===== src/rtl/mem_port_arbiter.sv =====
// Shares one memory slave port between the instruction-fetch master and the data master.
// Requests are arbitrated round-robin, and the selection is held while a request waits for
// grant. The owner of each accepted transaction is queued in an ID FIFO so that in-order
// slave responses are routed back to the master that issued them.
//
// Ports:
//   clk, rst_n                          clock, synchronous active-low reset
//   i_req/i_addr -> i_gnt/i_rvalid/i_rdata          instruction-fetch master (read only)
//   d_req/d_we/d_be/d_addr/d_wdata -> d_gnt/d_rvalid/d_rdata   data master
//   m_req/m_we/m_be/m_addr/m_wdata <- m_gnt/m_rvalid/m_rdata   memory slave
//   o_resp_err                          sticky: slave response seen with nothing outstanding
module mem_port_arbiter #(
   parameter int unsigned ADDR_W          = 32,
   parameter int unsigned DATA_W          = 32,
   parameter int unsigned MAX_OUTSTANDING = 4
) (
   input  logic                clk,
   input  logic                rst_n,
   // instruction-fetch master
   input  logic                i_req,
   input  logic [ADDR_W-1:0]   i_addr,
   output logic                i_gnt,
   output logic                i_rvalid,
   output logic [DATA_W-1:0]   i_rdata,
   // data master
   input  logic                d_req,
   input  logic                d_we,
   input  logic [DATA_W/8-1:0] d_be,
   input  logic [ADDR_W-1:0]   d_addr,
   input  logic [DATA_W-1:0]   d_wdata,
   output logic                d_gnt,
   output logic                d_rvalid,
   output logic [DATA_W-1:0]   d_rdata,
   // memory slave
   output logic                m_req,
   output logic                m_we,
   output logic [DATA_W/8-1:0] m_be,
   output logic [ADDR_W-1:0]   m_addr,
   output logic [DATA_W-1:0]   m_wdata,
   input  logic                m_gnt,
   input  logic                m_rvalid,
   input  logic [DATA_W-1:0]   m_rdata,
   output logic                o_resp_err
);

   localparam int unsigned PTR_W = $clog2(MAX_OUTSTANDING);
   localparam int unsigned CNT_W = PTR_W + 1;
   localparam logic [CNT_W-1:0] FULL_CNT = CNT_W'(MAX_OUTSTANDING);

   typedef enum logic {OwnInstr = 1'b0, OwnData = 1'b1} owner_e;
   typedef enum logic {ArbIdle = 1'b0, ArbWait = 1'b1} arb_state_e;

   arb_state_e                 state_q, state_d;
   owner_e                     sel_q, sel_d;
   owner_e                     last_owner_q;
   owner_e                     sel;
   owner_e                     head;
   logic [MAX_OUTSTANDING-1:0] owner_fifo_q;
   logic [PTR_W-1:0]           wr_ptr_q, rd_ptr_q;
   logic [CNT_W-1:0]           count_q, count_d;
   logic                       resp_err_q;
   logic                       full, push, pop;

   assign full = (count_q == FULL_CNT);

   // Arbitration and the request mux onto the slave port.
   always_comb begin
      state_d = state_q;
      sel_d   = sel_q;
      sel     = sel_q;
      m_req   = 1'b0;
      unique case (state_q)
         ArbIdle: begin
            if (!full && (i_req || d_req)) begin
               m_req = 1'b1;
               if (i_req && d_req) begin
                  sel = (last_owner_q == OwnInstr) ? OwnData : OwnInstr;
               end else begin
                  sel = d_req ? OwnData : OwnInstr;
               end
               if (!m_gnt) begin
                  state_d = ArbWait;
                  sel_d   = sel;
               end
            end
         end
         ArbWait: begin
            // Selection is frozen until the slave accepts, whatever the other master does.
            m_req = 1'b1;
            sel   = sel_q;
            if (m_gnt) begin
               state_d = ArbIdle;
            end
         end
         default: state_d = ArbIdle;
      endcase

      m_we    = 1'b0;
      m_be    = '0;
      m_addr  = '0;
      m_wdata = '0;
      if (m_req) begin
         if (sel == OwnData) begin
            m_we    = d_we;
            m_be    = d_be;
            m_addr  = d_addr;
            m_wdata = d_wdata;
         end else begin
            m_be   = '1;
            m_addr = i_addr;
         end
      end
   end

   assign push  = m_req & m_gnt;
   assign i_gnt = push & (sel == OwnInstr);
   assign d_gnt = push & (sel == OwnData);

   // Responses arrive in order, so the FIFO head always names the owner.
   assign pop      = m_rvalid & (count_q != '0);
   assign head     = owner_e'(owner_fifo_q[rd_ptr_q]);
   assign i_rvalid = pop & (head == OwnInstr);
   assign d_rvalid = pop & (head == OwnData);
   assign i_rdata  = m_rdata;
   assign d_rdata  = m_rdata;

   assign o_resp_err = resp_err_q;

   always_comb begin
      count_d = count_q;
      unique case ({push, pop})
         2'b10:   count_d = count_q + CNT_W'(1);
         2'b01:   count_d = count_q - CNT_W'(1);
         default: count_d = count_q;
      endcase
   end

   always_ff @(posedge clk) begin
      if (!rst_n) begin
         state_q      <= ArbIdle;
         sel_q        <= OwnInstr;
         last_owner_q <= OwnInstr;
         wr_ptr_q     <= '0;
         rd_ptr_q     <= '0;
         count_q      <= '0;
         resp_err_q   <= 1'b0;
      end else begin
         state_q <= state_d;
         sel_q   <= sel_d;
         count_q <= count_d;
         if (push) begin
            wr_ptr_q     <= wr_ptr_q + PTR_W'(1);
            last_owner_q <= sel;
         end
         if (pop) begin
            rd_ptr_q <= rd_ptr_q + PTR_W'(1);
         end
         if (m_rvalid && (count_q == '0)) begin
            resp_err_q <= 1'b1;
         end
      end
   end

   // Owner storage needs no reset: entries are only read behind a nonzero count.
   always_ff @(posedge clk) begin
      if (push) begin
         owner_fifo_q[wr_ptr_q] <= sel;
      end
   end

endmodule


===== config.mk =====
export PLATFORM = sky130hd
export DESIGN_NAME = mem_port_arbiter
export DESIGN_NICKNAME = d
export VERILOG_FILES = /design/src/rtl/mem_port_arbiter.sv
export SDC_FILE = /design/constraint.sdc
export NUM_CORES = 1
export LEC_CHECK = 0
export BUFFER_PORTS_ARGS = -buffer_cell sky130_fd_sc_hd__buf_4
export CAP_MARGIN = 20
export CORE_AREA = 2 2 109 111
export DETAILED_ROUTE_END_ITERATION = 8
export DIE_AREA = 0 0 111 113
export PLACE_DENSITY_LB_ADDON = 0.08
export SYNTH_ARGS = -nofsm -noshare
export SYNTH_HDL_FRONTEND = slang
export SYNTH_SLANG_ARGS = --single-unit

===== constraint.sdc =====
create_clock -name clk -period 2.7 [get_ports clk]
set_clock_uncertainty 0.05 [all_clocks]
set_input_delay 0.54 -clock clk [delete_from_list [all_inputs] [get_ports clk]]
set_output_delay 0.54 -clock clk [all_outputs]
set_load 0.01 [all_outputs]

## Word-level counts from Yosys, hierarchy flattened

Cells that the tools add are included.

| word-level totals | value |
|---|---|
| bits in writable memories | 0 |
| input bits | 139 |
| word-level logic and storage cells | 62 |
| register bits | 15 |
| output and inout bits | 139 |
| latch bits | 0 |
| bits in read-only memories | 0 |
| memories | 0 |

| cells by class | value |
|---|---|
| add/subtract/negate cells | 4 |
| order comparisons | 3 |
| bitwise operators | 10 |
| divide/modulo/power cells | 0 |
| reductions and logical operators | 10 |
| equal/unequal tests | 3 |
| $mul | 0 |
| shift-type cells | 0 |
| mux-type cells | 24 |

Operators with widths:

| operator | count |
|---|---|
| two-way mux 32 bit | 4 |
| two-way mux 1 bit | 11 |
| two-way mux 4 bit | 2 |
| AND 1 bit | 6 |
| < comparator 2 x 3 -> 1 bit (second input constant) | 2 |
| case mux 1 bit (2 select lines) | 3 |
| case mux 3 bit (2 select lines) | 1 |
| adder 2 x 1 -> 2 bit (second input constant) | 2 |
| bitwise mux 4 bit | 1 |
| logical AND 1 bit | 4 |
| NOT 1 bit | 4 |
| adder 3 x 1 -> 3 bit (second input constant) | 1 |
| == test 3 bit (second input constant) | 1 |
| logical NOT 3 bit | 1 |
| AND reduction 3 bit | 1 |
| nonzero test 3 bit | 1 |
| subtractor 3 x 1 -> 3 bit (second input constant) | 1 |
| binary-select mux 1 bit (select 2 bit) | 1 |
| demux 1 bit (select 2 bit) | 1 |
| == test 2 x 1 -> 1 bit (second input constant) | 1 |
| == test 2 bit (second input constant) | 1 |
| greater-or-equal comparator 2 x 1 -> 1 bit (second input constant) | 1 |
| nonzero test 2 bit | 1 |
| logical NOT 1 bit | 1 |
| logical OR 1 bit | 1 |

## Depth between registers and ports, before layout

| logic depth | value |
|---|---|
| depth in word-level cells | 8 |
| mapped depth | 9 |
| depth with buffers taken out | 9 |

## Least setup slack after synthesis

No wires, ideal clock.

| path | value |
|---|---|
| kind | input -> output |
| start | input port d_req |
| end | output port m_addr[13] |
| buffers on the path | 3 |
| arrival | 1.965 ns |
| setup slack | 0.145 ns |
| cell stages on the path | 7 |
| data required time | 2.110 ns |
| cell sequence | a21boi_0 or4b_4 buf_6 and2_4 buf_6 buf_2 o21ai_1 |

| on the way | value |
|---|---|
| word-level cells in the longest chain between the ends | 6 |
| elaborated cells between the ends (all ways) | 11 |
| those cells by class | mux (8); reduce/logical (3) |

Ends and longest elaborated chain:

| item | RTL line | RTL |
|---|---|---|
| from (decl) | 26 | `input logic d_req,` |
| two-way mux 1 bit, or another cell as far along | 79 | `sel = d_req ? OwnData : OwnInstr;` |
| two-way mux 1 bit / logical AND 1 bit (equally long branches) | 76, 74 |  |
| two-way mux 1 bit | 74 | `if (!full && (i_req \|\| d_req)) begin` |
| case mux 1 bit (2 select lines) | 72 | `unique case (state_q)` |
| two-way mux 32 bit | 103 | `if (sel == OwnData) begin` |
| two-way mux 32 bit * | 102 | `if (m_req) begin` |
| to (decl) | 38 | `output logic [ADDR_W-1:0] m_addr,` |

Mark *: on every way between the ends. The rest lies on a longest branch, timed or not.

## Worst setup path in the final report

| path | value |
|---|---|
| start | input port i_req |
| end | output port m_addr[29] |

| on the way | value |
|---|---|
| word-level cells in the longest chain between the ends | 6 |
| elaborated cells between the ends (all ways) | 10 |
| those cells by class | mux (7); reduce/logical (3) |

Ends and longest elaborated chain:

| item | RTL line | RTL |
|---|---|---|
| from (decl) | 20 | `input logic i_req,` |
| logical AND 1 bit / logical OR 1 bit (equally long branches) | 76, 74 |  |
| two-way mux 1 bit / logical AND 1 bit (equally long branches) | 76, 74 |  |
| two-way mux 1 bit | 74 |  |
| case mux 1 bit (2 select lines) | 72 |  |
| two-way mux 32 bit | 103 |  |
| two-way mux 32 bit * | 102 |  |

Marked as above.

==> summary.md <==
| Metric | Value |
|---|---|
| Vias after detailed routing | `2459` |
| Avg Cell Area, Syn | `7.19 µm²` |
| Top-area cell type share of the netlist area | `roughly 22%` |
| Finished Layout Cells | `554` |
| Largest area contributor in the netlist | `buf_4` |
| N_diodes | `0` |
| Min cycle time layout | `2.63 ns` |
| Final count of hold timing violations | `0` |
| CTS max path bufs | `2` |
| Most common cell in the synthesized netlist | `buf_4` |
| CTS tree | `built` |
| First-pass GRT wire length | `12600 µm` |
| Synth top area cells | `buf_4, dfxtp_1, and3_1` |
| Pre-CTS WS | `-0.0234 ns` |
| Crit path launch | `i_req` |
| Status | `complete, no violations` |
| Starting density of the core | `19.0%` |
| Via density | `4.44` |
| Final setup margin | `slightly above 0.07 ns` |
| Placement Cell Area | `between 0.003 and 0.004 mm²` |
| Row count | `39` |
| Post-DRT Antenna Nets | `0` |
| Most frequent CP cell | `buf_4` |
| CP top delay family | `simple AND/OR/NAND/NOR gates` |
| Pleak | `0.00176 µW` |
| Tcrit/Tclk final | `97.3%` |
| Final instance area | `0.00336 mm²` |
| Vias in the first global route | `between 2000 and 2500` |
| Syn_nets | `443` |
| Setup crit start kind | `primary input` |
| CTS H-tree lvls | `1` |
| Crit Reg-Reg Endpoint | `count_q[2]$_SDFFE_PN0P_` |
| Arrival time worst endpoint | `just over 2 ns` |
| Nets | `between 500 and 600` |
| Slew HR | `71.5%` |
| Share of layout cells above drive strength 1 | `between 50 and 60%` |
| HPWL Detailed | `~6700 µm` |
| Worst Setup Path Type | `in2out` |
| Synth warn | `0` |
| Initial antenna violation count | `0` |
| # placed instances | `547` |
| Pwr per Cell Area | `approximately 600 mW/mm²` |
| Die X | `111 µm` |
| Layout area overhead | `56.7%` |
| Worst path bufs/invs | `3` |
| Clk sinks | `15` |
| Detailed Route WL | `8440 µm` |
| Synth Instances | `approximately 300` |
| Main synth FF type | `dfxtp_1` |
| Min-delay worst type | `in2reg` |
| Fin. max-slew vios | `0` |
| Num CTS Buffers | `3` |
| CP endpoint kind | `primary output` |
| Synthesized area | `0.00214 mm²` |
| Crit path largest cell delay | `about 0.48 ns` |
| DRT iter0 DRCs | `121` |
| WHS Path Cells | `2` |
| Largest net degree at the start of global routing | `40` |
| Hold buffer count at cts | `0` |
| Critical Path RT | `about 2.1 ns` |
| Unique masters post-synth | `35` |
| Height of the die | `roughly 110 µm` |
| R2r setup slk | `~0.45 ns` |
| Total chip power | `approximately 2000 µW` |
| Port Buffers | `181` |
| GP Congestion | `0.784` |
| CP cell instances | `buf_4 > a21boi_1 > or4b_4 > and2_4 > buf_12 > o21ai_0 > buf_4` |
| Die area | `0.0125 mm²` |
| GRT overflow | `0` |
| Clk root buf | `clkbuf_16` |
| Crit path depth | `7` |
| Later-pin clock latency in the skew report | `approximately 0.24 ns` |
| Crit path capture | `m_addr[29]` |
| Max Fclk | `381 MHz` |
| RSZ-0062 raised after global routing | `no` |
| R2R cell count | `9` |
| Clk slew on worst S/H paths | `0.05 ns` |
| Final setup vio count | `0` |
| Wire per inst | `15.2 µm` |
| Number of synthesized flops with an enable pin | `4` |
| MaxCap Viol Count | `0` |
| Sequential fraction of the synthesis area | `15.9%` |
| Pre-Repair DR Iteration Count | `4` |
| FFs w/ async S/R, synth | `0%` |
| Worst-margin pin slew | `0.427 ns` |
| IO Pins | `278` |
| Crit path max-delay cell type | `or4b_4` |
| GRT Total Usage | `roughly an eighth` |
| Commonest cells in the synthesized netlist | `buf_4, and3_1, nand2_1` |
| Crit Path Max Fanout | `11` |
| VDD IR max | `~0.22 mV` |
| FF+latch count, synth | `15` |
| Core area | `between 0.01 and 0.015 mm²` |
| DRC Markers | `0` |
| Worst R2R Start | `count_q[0]$_SDFFE_PN0P_` |
-- worst min-delay path by stage --
stage / from / endpoint
floorplan: count_q[2]$_SDFFE_PN0P_ / count_q[2]$_SDFFE_PN0P_
global placement: o_resp_err$_SDFFE_PN0P_ / o_resp_err$_SDFFE_PN0P_
detailed placement: count_q[2]$_SDFFE_PN0P_ / count_q[2]$_SDFFE_PN0P_
CTS: m_gnt / state_q$_SDFF_PN0_
global route: m_gnt / state_q$_SDFF_PN0_
finish: m_gnt / state_q$_SDFF_PN0_
-- where the power goes --
group | total, µW | internal, µW | switching (µW)
sequential | 353 | 289 | 64.1
clock | 287 | 200 | 87.6
combinational | 1380 | 718 | 663
total | 2020 | 1210 | 815
-- logic make-up after synthesis --
| logic type | Yosys count | share of synthesized area [%] |
|---|---|---|
| adders and majority gates | 6 | 3.85 |
| and+or+nand+nor | 127 | 33.9 |
| DFF | 15 | 15.9 |
| muxes | 3 | 1.98 |
| xor gates and xnor gates | 5 | 2.04 |
| buffers and inverters | 97 | 30.6 |
| AOI/OAI and AO/OA | 45 | 11.7 |
-- cell type report --
type	count	area, µm²
tap	143	179
sequential	15	343
timing repair buffer	198	1540
multi-input combinational	187	1180
clock buffer	4	78.8
inverter	7	38.8
fill	1236	7910
-- flip-flops by register name, indices dropped and copies added, names as in the netlist --
| name | flops |
|---|---|
| sel_q | 1 |
| state_q | 1 |
| o_resp_err | 1 |
| owner_fifo_q | 4 |
| wr_ptr_q | 2 |
| count_q | 3 |
| last_owner_q | 1 |
| rd_ptr_q | 2 |
-- worst register-to-register path, cell delays in order, from the launching register on --
cell	delay, ns
dfxtp_2	0.36
nor4b_2	0.36
nor3b_2	0.09
inv_1	0.09
ha_1	0.18
inv_1	0.06
fa_1	0.37
xor2_1	0.16
or3_1	0.30
a21boi_0	0.16
-- per-layer routing --
layer  track usage (%)  vias to the layer above  wire length (µm)
met3              4.50                       18               918
met2              23.0                      165              4320
met1              12.9                     1076              3010
met4              4.00                        0               192
li1                  -                     1200                 -
met5                 0                        -                 0
-- layout by cell type, fill, tap and decap left out, types with 5 or more instances in the layout --
master / instances
o21ai_1: 18
and3_1: 34
buf_4: 194
o21ai_0: 17
ha_1: 5
inv_1: 6
nand4_1: 32
and2_1: 10
nand2_1: 34
dfxtp_1: 9
-- through the flow --
step	TNS [ns]	hold WS, ns	utilization (%)
after floorplan	0	0.442	-
after global placement	-0.444	0.436	28.6
after detailed placement	-0.411	0.482	28.6
after CTS	0	0.444	29.5
after global routing	0	0.453	29.8
final	0	0.447	29.8
-- repair_timing --
| item | CTS | global route |
|---|---|---|
| endpoints found under the setup margin | 62 | 65 |
| endpoints found under the hold margin | 0 | 0 |
| resized for setup | 4 | 5 |
| pin swaps | 1 | 1 |
| buffers inserted | 0 | 2 |
| gates cloned | 1 | 0 |
No activity file was read; power rests on OpenSTA's default activity.
